==> src/rtl/pc_sequencer.sv <==
// pc_sequencer: fetch-stage program-counter sequencer.
// Holds the fetch PC and offers it over a valid/ready handshake. It arbitrates
// prioritised redirects, supports stall and debug halt/resume, and turns an
// illegal target into a one-cycle trap that vectors to TRAP_VECTOR.
// Optional feature: define PC_BOUNDS_CHECK_EN to enable the [PC_MIN, PC_MAX]
// range check (cause 2). Without it only alignment is checked.
module pc_sequencer #(
   parameter int unsigned            DATA_WIDTH   = 32,
   parameter logic [DATA_WIDTH-1:0]  RESET_VECTOR = '0,
   parameter logic [DATA_WIDTH-1:0]  TRAP_VECTOR  = '0,
   parameter logic [DATA_WIDTH-1:0]  PC_MIN       = '0,
   parameter logic [DATA_WIDTH-1:0]  PC_MAX       = 'h100,
   parameter int unsigned            NUM_REDIRECT = 2
) (
   input  logic                                 clk,
   input  logic                                 rst_n,
   input  logic [NUM_REDIRECT-1:0]              redirect_valid_i,
   input  logic [NUM_REDIRECT*DATA_WIDTH-1:0]   redirect_target_i,
   input  logic                                 stall_i,
   input  logic                                 halt_req_i,
   input  logic                                 resume_i,
   input  logic                                 fetch_ready_i,
   output logic                                 fetch_valid_o,
   output logic [DATA_WIDTH-1:0]                fetch_pc_o,
   output logic                                 trap_valid_o,
   output logic [1:0]                           trap_cause_o,
   output logic [DATA_WIDTH-1:0]                trap_pc_o,
   output logic                                 halted_o
);

   typedef enum logic [1:0] {BOOT, RUN, TRAP, HALT} state_e;

   state_e                state_q;
   logic [DATA_WIDTH-1:0] pc_q;
   logic [DATA_WIDTH-1:0] trap_pc_q;
   logic [1:0]            trap_cause_q;
   logic                  trap_valid_q;
   logic                  halted_q;

   logic                  fire;
   logic                  redir_any;
   logic [DATA_WIDTH-1:0] redir_tgt;
   logic                  cand_vld_d;
   logic [DATA_WIDTH-1:0] cand_d;
   logic [1:0]            cause_d;
   logic                  trap_take;

   assign fetch_valid_o = (state_q == RUN) && !stall_i;
   assign fire          = fetch_valid_o && fetch_ready_i;

   // Priority pick: scanning downward leaves the lowest asserted channel last.
   always_comb begin
      redir_any = 1'b0;
      redir_tgt = '0;
      for (int i = NUM_REDIRECT - 1; i >= 0; i--) begin
         if (redirect_valid_i[i]) begin
            redir_any = 1'b1;
            redir_tgt = redirect_target_i[i*DATA_WIDTH +: DATA_WIDTH];
         end
      end
   end

   // Candidate next PC and its legality; HALT only considers redirects.
   always_comb begin
      cand_vld_d = ((state_q == RUN) && (redir_any || fire)) ||
                   ((state_q == HALT) && redir_any);
      cand_d     = redir_any ? redir_tgt : pc_q + DATA_WIDTH'(4);
      cause_d    = 2'd0;
      if (cand_d[1:0] != 2'b00) begin
         cause_d = 2'd1;
      end
`ifdef PC_BOUNDS_CHECK_EN
      else if ((cand_d < PC_MIN) || (cand_d > PC_MAX)) begin
         cause_d = 2'd2;
      end
`endif
   end

`ifndef PC_BOUNDS_CHECK_EN
   // Bounds are intentionally ignored when the range check is compiled out.
   logic unused_bounds;
   assign unused_bounds = ^{PC_MIN, PC_MAX};
`endif

   assign trap_take = cand_vld_d && (cause_d != 2'd0);

   // Sequencer FSM: all outputs except fetch_valid are registered here.
   always_ff @(posedge clk or negedge rst_n) begin
      if (!rst_n) begin
         state_q      <= BOOT;
         pc_q         <= RESET_VECTOR;
         trap_pc_q    <= '0;
         trap_cause_q <= 2'd0;
         trap_valid_q <= 1'b0;
         halted_q     <= 1'b0;
      end else begin
         trap_valid_q <= 1'b0;
         if (trap_take) begin
            // A trap wins over halt_req and resume in the same cycle.
            trap_pc_q    <= cand_d;
            trap_cause_q <= cause_d;
            pc_q         <= TRAP_VECTOR;
            trap_valid_q <= 1'b1;
            halted_q     <= 1'b0;
            state_q      <= TRAP;
         end else begin
            case (state_q)
               BOOT: state_q <= RUN;
               RUN: begin
                  if (cand_vld_d) pc_q <= cand_d;
                  if (halt_req_i) begin
                     state_q  <= HALT;
                     halted_q <= 1'b1;
                  end
               end
               TRAP: state_q <= RUN;
               HALT: begin
                  if (cand_vld_d) pc_q <= cand_d;
                  if (resume_i) begin
                     state_q  <= RUN;
                     halted_q <= 1'b0;
                  end
               end
               default: state_q <= BOOT;
            endcase
         end
      end
   end

`ifdef SIMULATION
   // Trace each trap as it is taken.
   always @(posedge clk) begin
      if (rst_n && trap_take)
         $display("pc_sequencer: trap cause=%0d addr=%h", cause_d, cand_d);
   end
`endif

   assign fetch_pc_o   = pc_q;
   assign trap_valid_o = trap_valid_q;
   assign trap_cause_o = trap_cause_q;
   assign trap_pc_o    = trap_pc_q;
   assign halted_o     = halted_q;

endmodule

==> config.mk <==
export PLATFORM = sky130hd
export DESIGN_NAME = pc_sequencer
export DESIGN_NICKNAME = d
export VERILOG_FILES = /design/src/rtl/pc_sequencer.sv
export SDC_FILE = /design/constraint.sdc
export NUM_CORES = 1
export LEC_CHECK = 0
export ABC_AREA = 1
export ABC_CLOCK_PERIOD_IN_PS = 1850
export CORE_MARGIN = 1
export CORE_UTILIZATION = 46
export CTS_BUF_LIST = sky130_fd_sc_hd__clkbuf_8 sky130_fd_sc_hd__clkbuf_16
export DETAILED_ROUTE_END_ITERATION = 8
export PLACE_DENSITY = 0.81
export RECOVER_POWER = 25
export SYNTH_ARGS = -nofsm -noshare
export SYNTH_HDL_FRONTEND = slang
export SYNTH_SLANG_ARGS = --single-unit
==> constraint.sdc <==
create_clock -name clk -period 1.85 [get_ports clk]
set_input_delay 0.37 -clock clk [delete_from_list [all_inputs] [get_ports clk]]
set_output_delay 0.37 -clock clk [all_outputs]
set_load 0.05 [all_outputs]
==> results of run 1 <==
-- power breakdown --
part	total, mW	switching (mW)	internal [mW]	leakage (nW)
Combinational	3.28	2.22	1.05	1.76
Sequential	2.26	0.372	1.89	0.873
Clock	1.39	0.625	0.766	0.110
-- cells by family (layout without fill, tap and decap cells) --
family | count (synthesis) | count (layout) | share of synthesized area (%)
other cells | 1 | 1 | 0.09276
buf+inv | 60 | 226 | 7.273
simple gates | 380 | 380 | 39.65
fa+ha+maj | 1 | 1 | 0.3095
flops | 69 | 69 | 42.71
compound gates | 59 | 59 | 9.533
xor+xnor | 2 | 2 | 0.4334
-- routing by layer --
| metal | routed length [um] | vias to the layer above |
|---|---|---|
| li1 | - | 2186 |
| met1 | 5966 | 2066 |
| met2 | 6278 | 166 |
| met3 | 731 | 7 |
| met4 | 78 | 0 |
| met5 | 0 | - |
-- cells in the mapped netlist (all sizes together) --
cell type	instances
nand2	225
nand3	90
dfrtp	69
nor2	54
inv	40
o21ai	28
o22a	11
buf	10
clkbuf	10
o22ai	6
a21oi	4
a22oi	3
nand3b	3
o211ai	3
o21bai	3
or2	3
nand4	2
xor2	2
and2	1
conb	1
ha	1
nor3	1
nor3b	1
o221ai	1
-- flip-flops by register name, summed over array words and instances (netlist names) --
name	cells
fetch_pc_o	32
halted_o	1
state_q	2
trap_cause_o	1
trap_pc_o	32
trap_valid_o	1
-- worst paths after layout --
path                               startpoint       endpoint  slack [ns]  cells after the start
max in group asynchronous               rst_n  fetch_pc_o[2]        0.89                      2
worst max-delay path            fetch_pc_o[3]  trap_pc_o[28]        0.14                     11
min in group clk                 trap_pc_o[1]   trap_pc_o[1]        0.48                      2
worst min register to register   trap_pc_o[1]   trap_pc_o[1]        0.48                      2
worst max register to register  fetch_pc_o[3]  trap_pc_o[28]        0.14                     11
worst min-delay path                    rst_n   trap_pc_o[1]        0.29                      2
-- worst register-to-register path, delay by kind of cell, from the launching register on --
| family | cells | cell delay, ns |
|---|---|---|
| AND/OR/NAND/NOR | 9 | 0.85 |
| flip-flops | 1 | 0.40 |
| adder cells (fa/ha/maj) | 1 | 0.18 |
| buffers and inverters | 1 | 0.16 |
-- metrics by stage --
step	utilization [%]	total power, mW
after global placement	66.61	5.479
after floorplan	-	4.333
after CTS	69.28	6.935
after global routing	69.49	7.257
final	69.49	6.930
after detailed placement	66.61	5.539
-- repair_timing --
action | in CTS | in global routing
setup endpoints to repair | 0 | 43
resized for setup | 0 | 6
buffers inserted | 0 | 2
hold buffers | 0 | 0
-- cell usage in the layout (no fill, tap or decap), types with 2 or more instances in the layout --
cell type and n:
sky130_fd_sc_hd__a21oi_1 4, sky130_fd_sc_hd__a22oi_1 3, sky130_fd_sc_hd__buf_12 5, sky130_fd_sc_hd__buf_4 92, sky130_fd_sc_hd__bufinv_16 2, sky130_fd_sc_hd__clkbuf_8 9
sky130_fd_sc_hd__clkdlybuf4s50_1 69, sky130_fd_sc_hd__clkinv_4 2, sky130_fd_sc_hd__dfrtp_1 67, sky130_fd_sc_hd__dfrtp_2 2, sky130_fd_sc_hd__dlymetal6s2s_1 2, sky130_fd_sc_hd__inv_1 36
sky130_fd_sc_hd__inv_2 2, sky130_fd_sc_hd__inv_4 2, sky130_fd_sc_hd__nand2_1 221, sky130_fd_sc_hd__nand2_2 3, sky130_fd_sc_hd__nand3_1 90, sky130_fd_sc_hd__nand3b_1 3
sky130_fd_sc_hd__nand4_1 2, sky130_fd_sc_hd__nor2_1 49, sky130_fd_sc_hd__nor2_2 3, sky130_fd_sc_hd__nor2_4 2, sky130_fd_sc_hd__o211ai_1 3, sky130_fd_sc_hd__o21ai_0 22
sky130_fd_sc_hd__o21ai_1 2, sky130_fd_sc_hd__o21ai_2 4, sky130_fd_sc_hd__o21bai_1 3, sky130_fd_sc_hd__o22a_1 11, sky130_fd_sc_hd__o22ai_1 6, sky130_fd_sc_hd__or2_2 3
sky130_fd_sc_hd__xor2_1 2
-- cell type report --
type                    instances  area share, %
inverters                      40          2.677
repair buffers                170          26.21
flip-flops and latches         69          29.84
clock buffers                   9          2.137
multi-input cells             443          35.17
well taps                     105          2.267
clock inverters                 7          1.706
==> results.md, run 1 <==
- Maximum net fanout on the critical path: 5
- Total global routing overflow: 0
- GR met2 Demand/Resource: 51.37%
- Sum Neg Setup Slack: 0 ns
- Fraction of the cycle the final worst path needs: between 90% and 100%
- Die Y: 95.75 um
- Critical Path, Cell by Cell: ha_1, nand2_1, nor2_2, nand2_1, buf_4, nor2_1, nand2_1, nand2_1, nand3_1, nand3_1, nand2_1
- Detail-routed net length per standard cell: 15.49 um
- First-pass iteration count of the detailed router: 5
- Storage cell area: 1729 um2
- Maximum root-to-sink buffer count: 2
- TritonCTS clock tree: yes
- Fin Hold WS: 0.2907 ns
- Number of global-route vias before repair: 4,344
- Layout cells sized above 1: 18.70%
- Standard cell area after detailed placement: about 5600 um2
- Unique cell type count in the Yosys netlist: 32
- Area growth from synthesis to layout: 43.36%
- Clk slew on worst S/H paths: 0.08 ns
- Number of flip-flops and latches in the synthesized netlist: 69
- Port bufs: 139
- Clk sinks: between 60 and 70
- Area of the multi-input gates: 2038 um2
- Global-route met1 utilization: 40.68%
- Netlist Area Pre-Place: 4043 um2
- Horiz. Die Dim: 95.75 um
- Run status: complete, no violations
- Post-route cell area: around 5800 um2
- Starting Density: 48.47%
- Data arrival, critical path: 1.94 ns
- RSZ-0062 raised after global routing: yes
- Post-synthesis average cell area: 7.068 um2
- Top Usage Layer GRT: met2
- Wire length of the first global-routing pass: about 21,000 um
- Placed cell count: 825
- Max Cap Viol: 0
- Relative slew slack: a little over a third
- 1st-iter DRT viols: between 150 and 200
- Worst setup SP type: flip-flop
- Finish-stage setup viols: 0
- CP max-delay cell: sky130_fd_sc_hd__dfrtp_2
- Lkg Pwr: 2.738 nW
- Number of diodes: 0
- Delay of the slowest critical-path stage: 0.40 ns
- Min setup slack post-route: 0.1420 ns
- Fin nets: 806
- Top delay family on crit path: simple AND/OR/NAND/NOR gates
- Power density over the cells: around 1200 nW/um2
- Num rows: 33
- Class of the tightest hold or removal check: in2async
- Largest net degree at the start of global routing: 70
- H-Tree Depth: 3
- Count of final hold-check violations: 0
- Number of synthesis warnings: 0
- CP most frequent cell: sky130_fd_sc_hd__nand2_1
- Die outline area: 9167 um2
- Number of instances in the synthesized netlist: 572
- Crit. End Element: flip-flop
- Clock network latency to the later pin of the worst-skew pair: 0.34 ns
- Hpwl dp: 9774 um
- Detail Route Antenna Nets: 0
- Routed vias: around 4.4k
- Routed Wire Length: 13,060 um
- Core region area: 8341 um2
- Max Clk Rate: 0.5855 GHz
- Worst-margin pin slew: 0.9568 ns
- Type of the setup path with the least slack: reg2reg
- Critical path buffer and inverter count: 1
- Yosys top cell by area: sky130_fd_sc_hd__dfrtp_1
- Worst path required time: approximately 2.1 ns
- Post-layout minimum cycle time: 1.708 ns
- Share of the yosys chip area belonging to registers: 42.71%
- CTS root buffer: sky130_fd_sc_hd__clkbuf_8
- Synthesized Nets: 645
- Number of antenna violations at the first check in global routing: 0
- Dpl ws: -0.3063 ns
- Global routing usage summed across all routing layers: 30.22%
- CTS buffer count: 9
- Post-route clock skew: 0.008148 ns
- Final-layout fill cell count: 712
- Post-detailed-route via-to-cell ratio: 5.249
- Fraction of synthesized cell area taken by the top area cell type: a little over two fifths
- Worst vdd ir: 0.7286 mV
- Io pins: 141
- Final std cells w/o fill: 843
- Number of remaining DRC errors: 0
- Largest cells by area after synthesis: sky130_fd_sc_hd__dfrtp_1 43%, sky130_fd_sc_hd__nand2_1 21%, sky130_fd_sc_hd__nand3_1 11%
- Max Slew Vio Count: 0
- GPL Wtd Cong: approximately 0.86
- GR met3 Demand/Resource: 3.870%
No activity file was read; power rests on OpenSTA's default activity.
==> run 2: changes to the inputs <==
Settings changed: HOLD_SLACK_MARGIN set to 0.08.
==> run 2 against run 1 <==
Die area stayed put; sequential power about the same; worst setup slack improved by 0.0051 ns; power hardly changed; fmax is 0.30% higher; hold slack better by 0.19 ns; first-iteration DRC count increased by 2.0%; clock power is essentially flat; combinational power is essentially flat; count of clock-buffer cells in the layout did not move; wire length barely moved; critical endpoint is now fetch_pc_o[3].
==> results.md, run 2 (synthesized netlist as in run 1, its figures left out) <==
- Run status: complete, no violations
- Detail Route Antenna Nets: 0 (unchanged)
- Min setup slack post-route: 0.1471 ns (+0.005104 ns)
- Standard cell area after detailed placement: 5555 um2 (unchanged)
- Fin Hold WS: 0.4789 ns (+0.1882 ns)
- Critical path buffer and inverter count: 3 (+2)
- Critical Path, Cell by Cell: clkdlybuf4s50_1, nor2_4, inv_2, nand2_1, nand2_2, buf_4, nand2_1, nand3_1, o21ai_0
- Relative slew slack: 36.36% (+0.15 points)
- Total number of cells along the worst setup path: 9 (-2)
- Num rows: 33 (unchanged)
- Power Total: 6.931 mW (about the same)
- Post-detailed-route via-to-cell ratio: 5.232 (-0.32%)
- 1st-iter DRT viols: 200 (+2.0%)
- Max Cap Viol: 0 (unchanged)
- Starting Density: 48.47% (unchanged)
- Clk slew on worst S/H paths: 0.08 ns (about the same)
- Fin nets: 807 (+0.12%)
- TritonCTS clock tree: yes
- CTS root buffer: sky130_fd_sc_hd__clkbuf_8
- Die Y: 95.75 um (unchanged)
- Lkg Pwr: 2.740 nW (about the same)
- Leading cell type in the layout, fill and taps excluded: sky130_fd_sc_hd__nand2_1
- Finish-stage setup viols: 0 (unchanged)
- R2r endpoint: fetch_pc_o[28]
- Detail-routed net length per standard cell: 15.46 um (-0.16%)
- Register share of total power: 32.6% (about the same)
- Critical path launch point: redirect_valid_i[1]
- Worst reg-to-reg path cell count: 11 (unchanged)
- Clock network latency to the later pin of the worst-skew pair: 0.34 ns (about the same)
- Maximum root-to-sink buffer count: 2 (unchanged)
- Storage cell area: 1729 um2 (unchanged)
- Horiz. Die Dim: 95.75 um (unchanged)
- Post-route cell area: 5804 um2 (+0.15%)
- CTS buffer count: 9 (unchanged)
- Port bufs: 139 (unchanged)
- H-Tree Depth: 3 (unchanged)
- Core region area: 8341 um2 (unchanged)
- Sum Neg Setup Slack: 0 ns (unchanged)
- Post-route clock skew: 0.01015 ns (+0.002001 ns)
- Routed vias: 4,416 (-0.20%)
- Largest net degree at the start of global routing: 70 (unchanged)
- Type of the setup path with the least slack: in2reg
- Net Sw Frac: 46.42% (about the same)
- Area of the multi-input gates: 2038 um2 (unchanged)
- Io pins: 141 (unchanged)
- First-pass iteration count of the detailed router: 4 (-1)
- Die outline area: 9167 um2 (unchanged)
- Worst vdd ir: 0.7299 mV (+0.18%)
- Top library cells by usage in the layout, fill and taps aside: 221 x sky130_fd_sc_hd__nand2_1, 92 x sky130_fd_sc_hd__buf_4, 90 x sky130_fd_sc_hd__nand3_1
- Endpoint of the worst setup timing path: fetch_pc_o[3]
- Max Clk Rate: 0.5872 GHz (+0.30%)
- Number of remaining DRC errors: 0 (unchanged)
- Beginning of the worst register-to-register path: fetch_pc_o[3]
- Worst path required time: 2.11 ns (+0.03 ns)
- Clock power share: 20.1% (about the same)
- Final-layout fill cell count: 712 (unchanged)
- Layout cells sized above 1: 18.54% (-0.16 points)
- Max Slew Vio Count: 0 (unchanged)
- Maximum net fanout on the critical path: 5 (unchanged)
- Share of power burned in combinational logic: 47.2% (about the same)
- Post-layout minimum cycle time: 1.703 ns (-0.005104 ns)
- Number of global-route vias before repair: 4,351 (+0.16%)
- Count of final hold-check violations: 0 (unchanged)
- Worst setup SP type: input pin
- CP most frequent cell: sky130_fd_sc_hd__nand2_1
- Final std cells w/o fill: 844 (+0.12%)
- GPL Wtd Cong: 0.8600 (unchanged)
- Total global routing overflow: 0 (unchanged)
- Global routing usage summed across all routing layers: 30.26% (+0.034 points)
- Power density over the cells: 1194 nW/um2 (-0.14%)
- Crit. End Element: flip-flop
- Final design utilization: 69.59% (+0.11 points)
- Worst-margin pin slew: 0.9546 ns (-0.002189 ns)
- Wire length of the first global-routing pass: 21,070 um (+0.13%)
- Placed cell count: 825 (unchanged)
- Data arrival, critical path: 1.96 ns (+0.02 ns)
- Class of the tightest hold or removal check: reg2reg
- Top delay family on crit path: buffers and inverters
- RSZ-0062 raised after global routing: yes
- CP max-delay cell: sky130_fd_sc_hd__clkdlybuf4s50_1
- Worst R2R Setup Slack: 0.16 ns (+0.02 ns)
- Number of diodes: 0 (unchanged)
- Cell internal power dissipation: 3.714 mW (about the same)
- Area growth from synthesis to layout: 43.58%
- Fraction of the cycle the final worst path needs: 92.05% (-0.28 points)
- Number of antenna violations at the first check in global routing: 0 (unchanged)
- Delay of the slowest critical-path stage: 0.49 ns (+0.09 ns)
- Hpwl dp: 9774 um (unchanged)
- Dpl ws: -0.3063 ns (unchanged)
- Routed Wire Length: 13,050 um (about the same)
- Clk sinks: 69 (unchanged)
- Power spent charging and discharging nets: 3.218 mW (about the same)
==> run 2: cell count changes in the layout (fill, tap and decap cells not counted) <==
cell,change
sky130_fd_sc_hd__buf_2,-1
sky130_fd_sc_hd__dlygate4sd3_1,+1
sky130_fd_sc_hd__clkbuf_1,+1
==> run 2: how the worst min path moves through the flow <==
stage | startpoint | endpoint | slack [ns] | cells past startpoint
global route | trap_pc_o[9] | trap_pc_o[9] | 0.52 | 2
finish | trap_pc_o[1] | trap_pc_o[1] | 0.48 | 2
detailed placement | rst_n | fetch_pc_o[1] | 0.43 | 2
CTS | trap_pc_o[1] | trap_pc_o[1] | 0.48 | 2
global placement | rst_n | trap_pc_o[1] | 0.42 | 2
floorplan | rst_n | fetch_pc_o[0] | 0.07 | 0
==> run 2: final cells by class <==
type                    instances  share of cell area (%)
repair buffers                171                   26.32
clock buffers                   9                   2.134
inverters                      40                   2.673
clock inverters                 7                   1.703
multi-input cells             443                   35.12
well taps                     105                   2.263
flip-flops and latches         69                   29.79
==> run 2: what timing repair did <==
action	in CTS	in global routing
setup endpoints to repair	0	43
endpoints found under the hold margin	38	0
gates resized for setup	0	6
buffers inserted	0	2
hold buffers	1	0
==> run 2: power by group through the flow <==
stage               logic, mW  registers, mW  clock network [mW]
floorplan               0.808           3.53                   0
global placement         3.21           2.27                   0
detailed placement       3.26           2.28                   0
CTS                      3.27           2.26                1.40
global route             3.48           2.31                1.47
finish                   3.27           2.26                1.39
==> run 2: routing by layer <==
layer / up-vias / track usage (%) / share of wire, %
li1: 2186 / - / -
met3: 10 / 3.870 / 5.3
met4: 0 / 7.836 / 0.63
met2: 158 / 51.49 / 49
met1: 2062 / 40.68 / 45
met5: - / 0 / 0
==> run 2: worst min-delay path: stages (launching register included) <==
cell	delay, ns
sky130_fd_sc_hd__dfrtp_1	0.35
sky130_fd_sc_hd__nand2_1	0.05
sky130_fd_sc_hd__nand2_1	0.05
